==> config.mk <==
export PLATFORM = sky130hd
export DESIGN_NAME = lod_pipe_stage
export DESIGN_NICKNAME = d
export VERILOG_FILES = /design/src/rtl/lod_pipe_stage.sv
export SDC_FILE = /design/constraint.sdc
export NUM_CORES = 1
export LEC_CHECK = 0
export CAP_MARGIN = 0
export CORE_UTILIZATION = 40
export DETAILED_ROUTE_END_ITERATION = 10
export GPL_ROUTABILITY_DRIVEN = 0
export MAX_ROUTING_LAYER = met4
export PLACE_DENSITY = 0.74
export SYNTH_ARGS = -nofsm -noshare
export SYNTH_HDL_FRONTEND = slang
export SYNTH_SLANG_ARGS = --single-unit
export TNS_END_PERCENT = 5
==> constraint.sdc <==
create_clock -name clk -period 1.3 [get_ports clk]
set_input_delay 0.26 -clock clk [delete_from_list [all_inputs] [get_ports clk]]
set_output_delay 0.26 -clock clk [all_outputs]
set_load 0.01 [all_outputs]
==> src/rtl/lod_pipe_stage.sv <==
// lod_pipe_stage: two-stage pipelined leading-one detector.
//
// Feeds the shift-left normalisation mux in the approximate multiplier.
// Stage 1 registers the operand together with a per-group "any one" flag
// and the local leading-one index of each group. Stage 2 picks the highest
// populated group and forms K = group*GROUP + local index.
//
// Ports:
//   clk          rising-edge clock
//   rst_n        asynchronous active-low reset
//   flush        synchronous clear of both stage valid bits
//   in_valid     input operand valid
//   in_ready     stage accepts the input operand this cycle
//   in_operand   unsigned operand
//   out_valid    output bundle valid
//   out_ready    downstream accepts the output bundle
//   out_operand  registered copy of the accepted operand
//   out_k        bit index of the most-significant one (0 when zero)
//   out_zero     operand was all zeros
//   out_rnd      operand[K-1] (0 if K==0 or zero); only with LOD_RND_BIT_EN
//
// Build option: define LOD_RND_BIT_EN to add the out_rnd port and register.

module lod_pipe_stage #(
    parameter int WIDTH      = 16,
    parameter int LOG2_WIDTH = 4,
    parameter int GROUP      = 4
) (
    input  logic                  clk,
    input  logic                  rst_n,
    input  logic                  flush,
    input  logic                  in_valid,
    output logic                  in_ready,
    input  logic [WIDTH-1:0]      in_operand,
    output logic                  out_valid,
    input  logic                  out_ready,
    output logic [WIDTH-1:0]      out_operand,
    output logic [LOG2_WIDTH-1:0] out_k,
`ifdef LOD_RND_BIT_EN
    output logic                  out_rnd,
`endif
    output logic                  out_zero
);

    localparam int NG = WIDTH / GROUP;
    localparam int LG = (GROUP > 1) ? $clog2(GROUP) : 1;

    logic                  v1;
    logic                  v2;
    logic                  load1;
    logic                  load2;

    logic [WIDTH-1:0]      s1_operand;
    logic [NG-1:0]         s1_any;
    logic [NG-1:0][LG-1:0] s1_idx;

    logic [NG-1:0]         grp_any_d;
    logic [NG-1:0][LG-1:0] grp_idx_d;

    logic [LOG2_WIDTH-1:0] k_d;
    logic                  zero_d;

    // S2 may take S1's content whenever its own slot is free or draining;
    // S1 may refill in the same cycle it hands over.
    assign load2     = v1 && (!v2 || out_ready);
    assign in_ready  = !flush && (!v1 || !v2 || out_ready);
    assign load1     = in_valid && in_ready;
    assign out_valid = v2;

    // Per-group detection: ascending scan so the highest set bit wins.
    always_comb begin
        grp_any_d = '0;
        grp_idx_d = '0;
        for (int g = 0; g < NG; g++) begin
            for (int b = 0; b < GROUP; b++) begin
                if (in_operand[g*GROUP + b]) begin
                    grp_any_d[g] = 1'b1;
                    grp_idx_d[g] = LG'(b);
                end
            end
        end
    end

    // Group select: ascending scan so the highest populated group wins.
    always_comb begin
        k_d    = '0;
        zero_d = 1'b1;
        for (int g = 0; g < NG; g++) begin
            if (s1_any[g]) begin
                k_d    = LOG2_WIDTH'(g*GROUP + int'(s1_idx[g]));
                zero_d = 1'b0;
            end
        end
    end

`ifdef LOD_RND_BIT_EN
    logic [LOG2_WIDTH-1:0] k_m1;
    logic                  rnd_d;

    assign k_m1 = k_d - LOG2_WIDTH'(1);

    always_comb begin
        rnd_d = 1'b0;
        if (!zero_d && (k_d != '0)) begin
            rnd_d = s1_operand[k_m1];
        end
    end
`endif

    always_ff @(posedge clk or negedge rst_n) begin
        if (!rst_n) begin
            v1 <= 1'b0;
            v2 <= 1'b0;
        end else if (flush) begin
            v1 <= 1'b0;
            v2 <= 1'b0;
        end else begin
            if (load1) begin
                v1 <= 1'b1;
            end else if (load2) begin
                v1 <= 1'b0;
            end
            if (load2) begin
                v2 <= 1'b1;
            end else if (out_ready) begin
                v2 <= 1'b0;
            end
        end
    end

    // Data registers ignore flush; only the valid bits are cleared.
    always_ff @(posedge clk or negedge rst_n) begin
        if (!rst_n) begin
            s1_operand <= '0;
            s1_any     <= '0;
            s1_idx     <= '0;
        end else if (load1) begin
            s1_operand <= in_operand;
            s1_any     <= grp_any_d;
            s1_idx     <= grp_idx_d;
        end
    end

    always_ff @(posedge clk or negedge rst_n) begin
        if (!rst_n) begin
            out_operand <= '0;
            out_k       <= '0;
            out_zero    <= 1'b1;
        end else if (load2) begin
            out_operand <= s1_operand;
            out_k       <= k_d;
            out_zero    <= zero_d;
        end
    end

`ifdef LOD_RND_BIT_EN
    always_ff @(posedge clk or negedge rst_n) begin
        if (!rst_n) begin
            out_rnd <= 1'b0;
        end else if (load2) begin
            out_rnd <= rnd_d;
        end
    end
`endif

endmodule

Word-level counts from Yosys, hierarchy flattened

Index checks and enable logic that the tools add are counted.

ROM bits: 0
Word-level logic and storage cells: 67
Bits in latches: 0
Memories: 0
Bits in writable memories: 0
Register bits: 51
Output and inout bits: 23
Input port bits: 21

Muxes and demuxes: 42
$mul: 0
Equality and inequality tests: 0
Shift operators: 0
Add/subtract/negate cells: 3
Bitwise operators: 0
$lt $le $gt $ge: 0
Div/mod/pow operators: 0
Reductions and logical operators: 11

Operators by type and width:

| cell                                                         | number |
|---|---|
| 1-bit 2-to-1 mux                                             | 30 |
| 2-bit 2-to-1 mux                                             | 9 |
| 4-bit 2-to-1 mux                                             | 3 |
| 4-bit by 2-bit adder with 4-bit output, first input constant | 2 |
| 3-bit nonzero test                                           | 2 |
| 3-bit by 2-bit adder with 4-bit output, first input constant | 1 |
| 1-bit logical AND                                            | 3 |
| 1-bit zero test                                              | 3 |
| 1-bit logical OR                                             | 3 |

Depth between registers and ports, before layout

Gate-level depths: netlist (run 1).

Depth after elaboration: 7
Depth in mapped cells: 5
Depth with buffers taken out: 3

Worst setup path before layout (run 1)

No wires, ideal clock.

Kind: reg-to-reg
From: reg v2 (netlist: out_valid)
To: reg out_operand[10]
Setup slack: -0.039 ns
Arrival: 1.214 ns
Period minus slack after synthesis: 1.339 ns
Library setup time: 0.125 ns
Stages on the path, launching flop included: 5
Data required time: 1.175 ns
Path buffers: 1
Cells stage by stage: dfrtp_1 -> nand2b_2 -> nand2_2 -> buf_4 -> mux2_2

Longest elaborated chain between the ends: 3

RTL lines:

| what                     | line | source |
|---|---|---|
| start: declaration       | 49   | `logic v2;` |
| start signal: assignment | 113  | `v2 <= 1'b0;` |
| start signal: assignment | 116  | `v2 <= 1'b0;` |
| start signal: assignment | 124  | `v2 <= 1'b1;` |
| 1-bit zero test          | 65   | `assign load2 = v1 && (!v2 \|\| out_ready);` |
| 1-bit logical OR         | 65   |  |
| 1-bit logical AND        | 65   |  |
| end signal: assignment   | 150  | `out_operand <= s1_operand;` |
| end: declaration         | 37   | `output logic [WIDTH-1:0] out_operand,` |

Every way passes these cells.
A chain may end at the register's enable or synchronous reset.

Final worst setup path (run 1)

From: reg v2 (netlist: out_valid)
To: out in_ready

Longest elaborated chain between the ends: 4

RTL lines:

| what                           | line | source |
|---|---|---|
| 1-bit zero test                | 66   | `assign in_ready = !flush && (!v1 \|\| !v2 \|\| out_ready);` |
| 1-bit logical OR (2 in series) | 66   |  |
| 1-bit logical AND              | 66   |  |
| end: declaration               | 33   | `output logic in_ready,` |

Every way passes these cells.

==> results of run 1 <==
[final cells by class]
type	count	area share
clock buffer	7	0.0280
clock inverter	1	0.00162
inverter	9	0.0110
multi-input combinational	90	0.289
sequential	51	0.415
tap	70	0.0284
timing repair buffer	75	0.227
[flip-flops by register name (all words and copies together) (netlist names)]
name and cells:
out_operand 16, s1_operand 16, s1_idx 8, out_k 4, s1_any 4, out_valid 1
out_zero 1, v1 1
[report_power, final]
part	total, uW	switching [uW]	internal [uW]
sequential	2000	147	1850
clock	913	483	430
combinational	921	348	574
[worst paths after layout]
path	slack, ps	from	end	depth (start not counted)
max in group asynchronous	460	rst_n	s1_operand[10]	3
hold / removal	270	in_operand[14]	s1_operand[14]	2
setup / recovery	-90	out_valid	in_ready	3
hold reg to reg	510	out_operand[10]	out_operand[10]	1
setup reg to reg	-50	v1	s1_operand[10]	5
min in group asynchronous	340	rst_n	out_operand[15]	2
[what timing repair did]
item	4_1_cts	5_1_grt
endpoints found under the setup margin	62	43
hold buffers	1	0
pin swaps	2	2
setup buffers	2	1
gates resized for setup	35	12
endpoints found under the hold margin	6	0
[synth_stat cells]
library cell   n
buf_4          1
mux2_2        20
and2_1         1
a22o_1         2
clkbuf_1       1
or2_2          1
nor2_1         3
nand3b_1       2
nand3b_4       1
nand2b_2       1
nor4_1         1
clkbuf_2       1
a21oi_1       15
nand2_2        1
nor2b_1        1
dfrtp_1       50
or3_1          3
or2_0          3
dfstp_2        1
nand3_4        1
mux2i_1        2
mux2_4        20
nand3_1        2
inv_1          9
a31oi_1        8
buf_6          4
nor3_1         2
[worst max-delay path: stages (launching register included)]
cell	delay, ps
dfrtp_2	420
nor2b_4	130
a21oi_2	140
buf_2	150
[per-layer routing]
metal | up-vias | GRT usage | part of all wire
li1 | 698 | - | -
met1 | 721 | 0.200 | 0.47
met2 | 39 | 0.268 | 0.49
met3 | 2 | 0.0347 | 0.039
met4 | 0 | 0.0404 | 0.0041
met5 | - | - | 0
[cell families after synthesis]
family,synth area share
multiplexers,0.245
flip-flops,0.575
AO/OA/AOI/OAI,0.0642
buffers and inverters,0.0428
AND/OR/NAND/NOR,0.0726
[per-stage QoR]
stage | util | setup TNS, ps | cell area [um^2] | hold WS [ps]
floorplan | - | 0 | 2220 | -35.6
global placement | 0.563 | -13880 | 2950 | 120
detailed placement | 0.563 | -15590 | 2950 | 128
CTS | 0.580 | -977 | 3040 | 342
global route | 0.589 | -2340 | 3080 | 292
finish | 0.589 | -921 | 3080 | 274
==> results.cfg, run 1 <==
[global_route]
grt.total_usage = 0.161
grt_pass1_wl_um = 7220
grt_pass1_vias = 1553
grt_overflow = 0
grt_start_max_net_pins = 45
antenna_found_initial = 0

[routing]
via_per_inst = 4.82
wl_per_cell_um = 13.8
ant_nets = 0
finalWirelength_um = 4200
drt_pre_antenna_iters = 6
drc = 0
first_iter_violations = 50
num_vias = 1460

[critical_path]
crit_path_start_kind = register
worst-setup-path-type = reg2out
worstPathRequired_ps = 1040
path_max_fanout = 2
cp-end-kind = output pin
crit_arrival_ps = 1130

[clock_network]
h-tree-depth = 2
cts_buffer_depth = 2
cts_tree = done
cts_buffers = 5
clk_pin_slew_ps = 90
insertion_delay_ps = 300
cts-root-buf = clkbuf_8
cts_sinks = 51

[pwr]
total_leakage_power_uw = 0.00147
peakVddDrop_mv = 0.941
power_uw = 3830
p_per_area_mw_per_mm2 = 1240

[synthesis]
synth_top_cell_by_area = dfrtp_1
synth.area.top_cells = dfrtp_1 56%, mux2_4 14%, mux2_2 10%
syn-num-nets = 178
synth_cell_types = 27
synth_area_mm2 = 0.00222
yosys_warnings = 0
synth_top_area_frac = 0.563
ys_ff_latch = 51
synth_seq_area_share = 0.575
syn_inst = 157
syn_avg_cell_area_um2 = 14.2

[finish]
final_cell_mix = 49 x dfrtp_1, 25 x mux2_4, 25 x buf_4, 20 x dlygate4sd2_1, 17 x clkdlybuf4s50_1
multi_input_area_um2 = 892
register_area_mm2 = 0.00128
stdcell_count = 303
n_fill_cell = 425
areaGrowthSynthToFinish_pct = 38.7
nets = 253
insertedDiodeCount = 0
drive_above_1_share = 0.399
layout_commonest_cell = dfrtp_1

[placement]
hpwl_um = 2980
numPortBuffers = 43
pre_cts_ws_ps = -554
placed_cells = 291

[die]
floorplan.initialDensity = 0.424
coreArea_mm2 = 0.00524
pin_count = 44
row_count = 26
die_area_mm2 = 0.00586
chipHeight_um = 76.5
die_w_um = 76.5

[timing]
worst_slack_ps = -92.7
worst_slew_pin_slew_ps = 357
min_period_ps = 1390
setup_viol = 24
fmax_mhz = 718
finalMaxSlewViolations = 0
hold_viol_final = 0
slew_headroom = 0.760
fin_crit_sh = 1.07
skew_ps = 11.8
rsz0062_at_grt = yes

[job]
maxCapViolations = 0

[run_status]
violations = negative setup slack
status = complete, but fails checks

[worst_hold_path]
hp-class = in2reg
Power figures use the tool's default switching activity.
==> inputs of run 2 (changes only) <==
--- a/config.mk
+++ b/config.mk
@@ -8,7 +8,7 @@
 export CAP_MARGIN = 0
 export CORE_UTILIZATION = 40
 export DETAILED_ROUTE_END_ITERATION = 10
-export GPL_ROUTABILITY_DRIVEN = 0
+export GPL_ROUTABILITY_DRIVEN = 1
 export MAX_ROUTING_LAYER = met4
 export PLACE_DENSITY = 0.74
 export SYNTH_ARGS = -nofsm -noshare
==> results of run 2 <==
No change in the layout: final DEF, timing and power equal those of run 1.
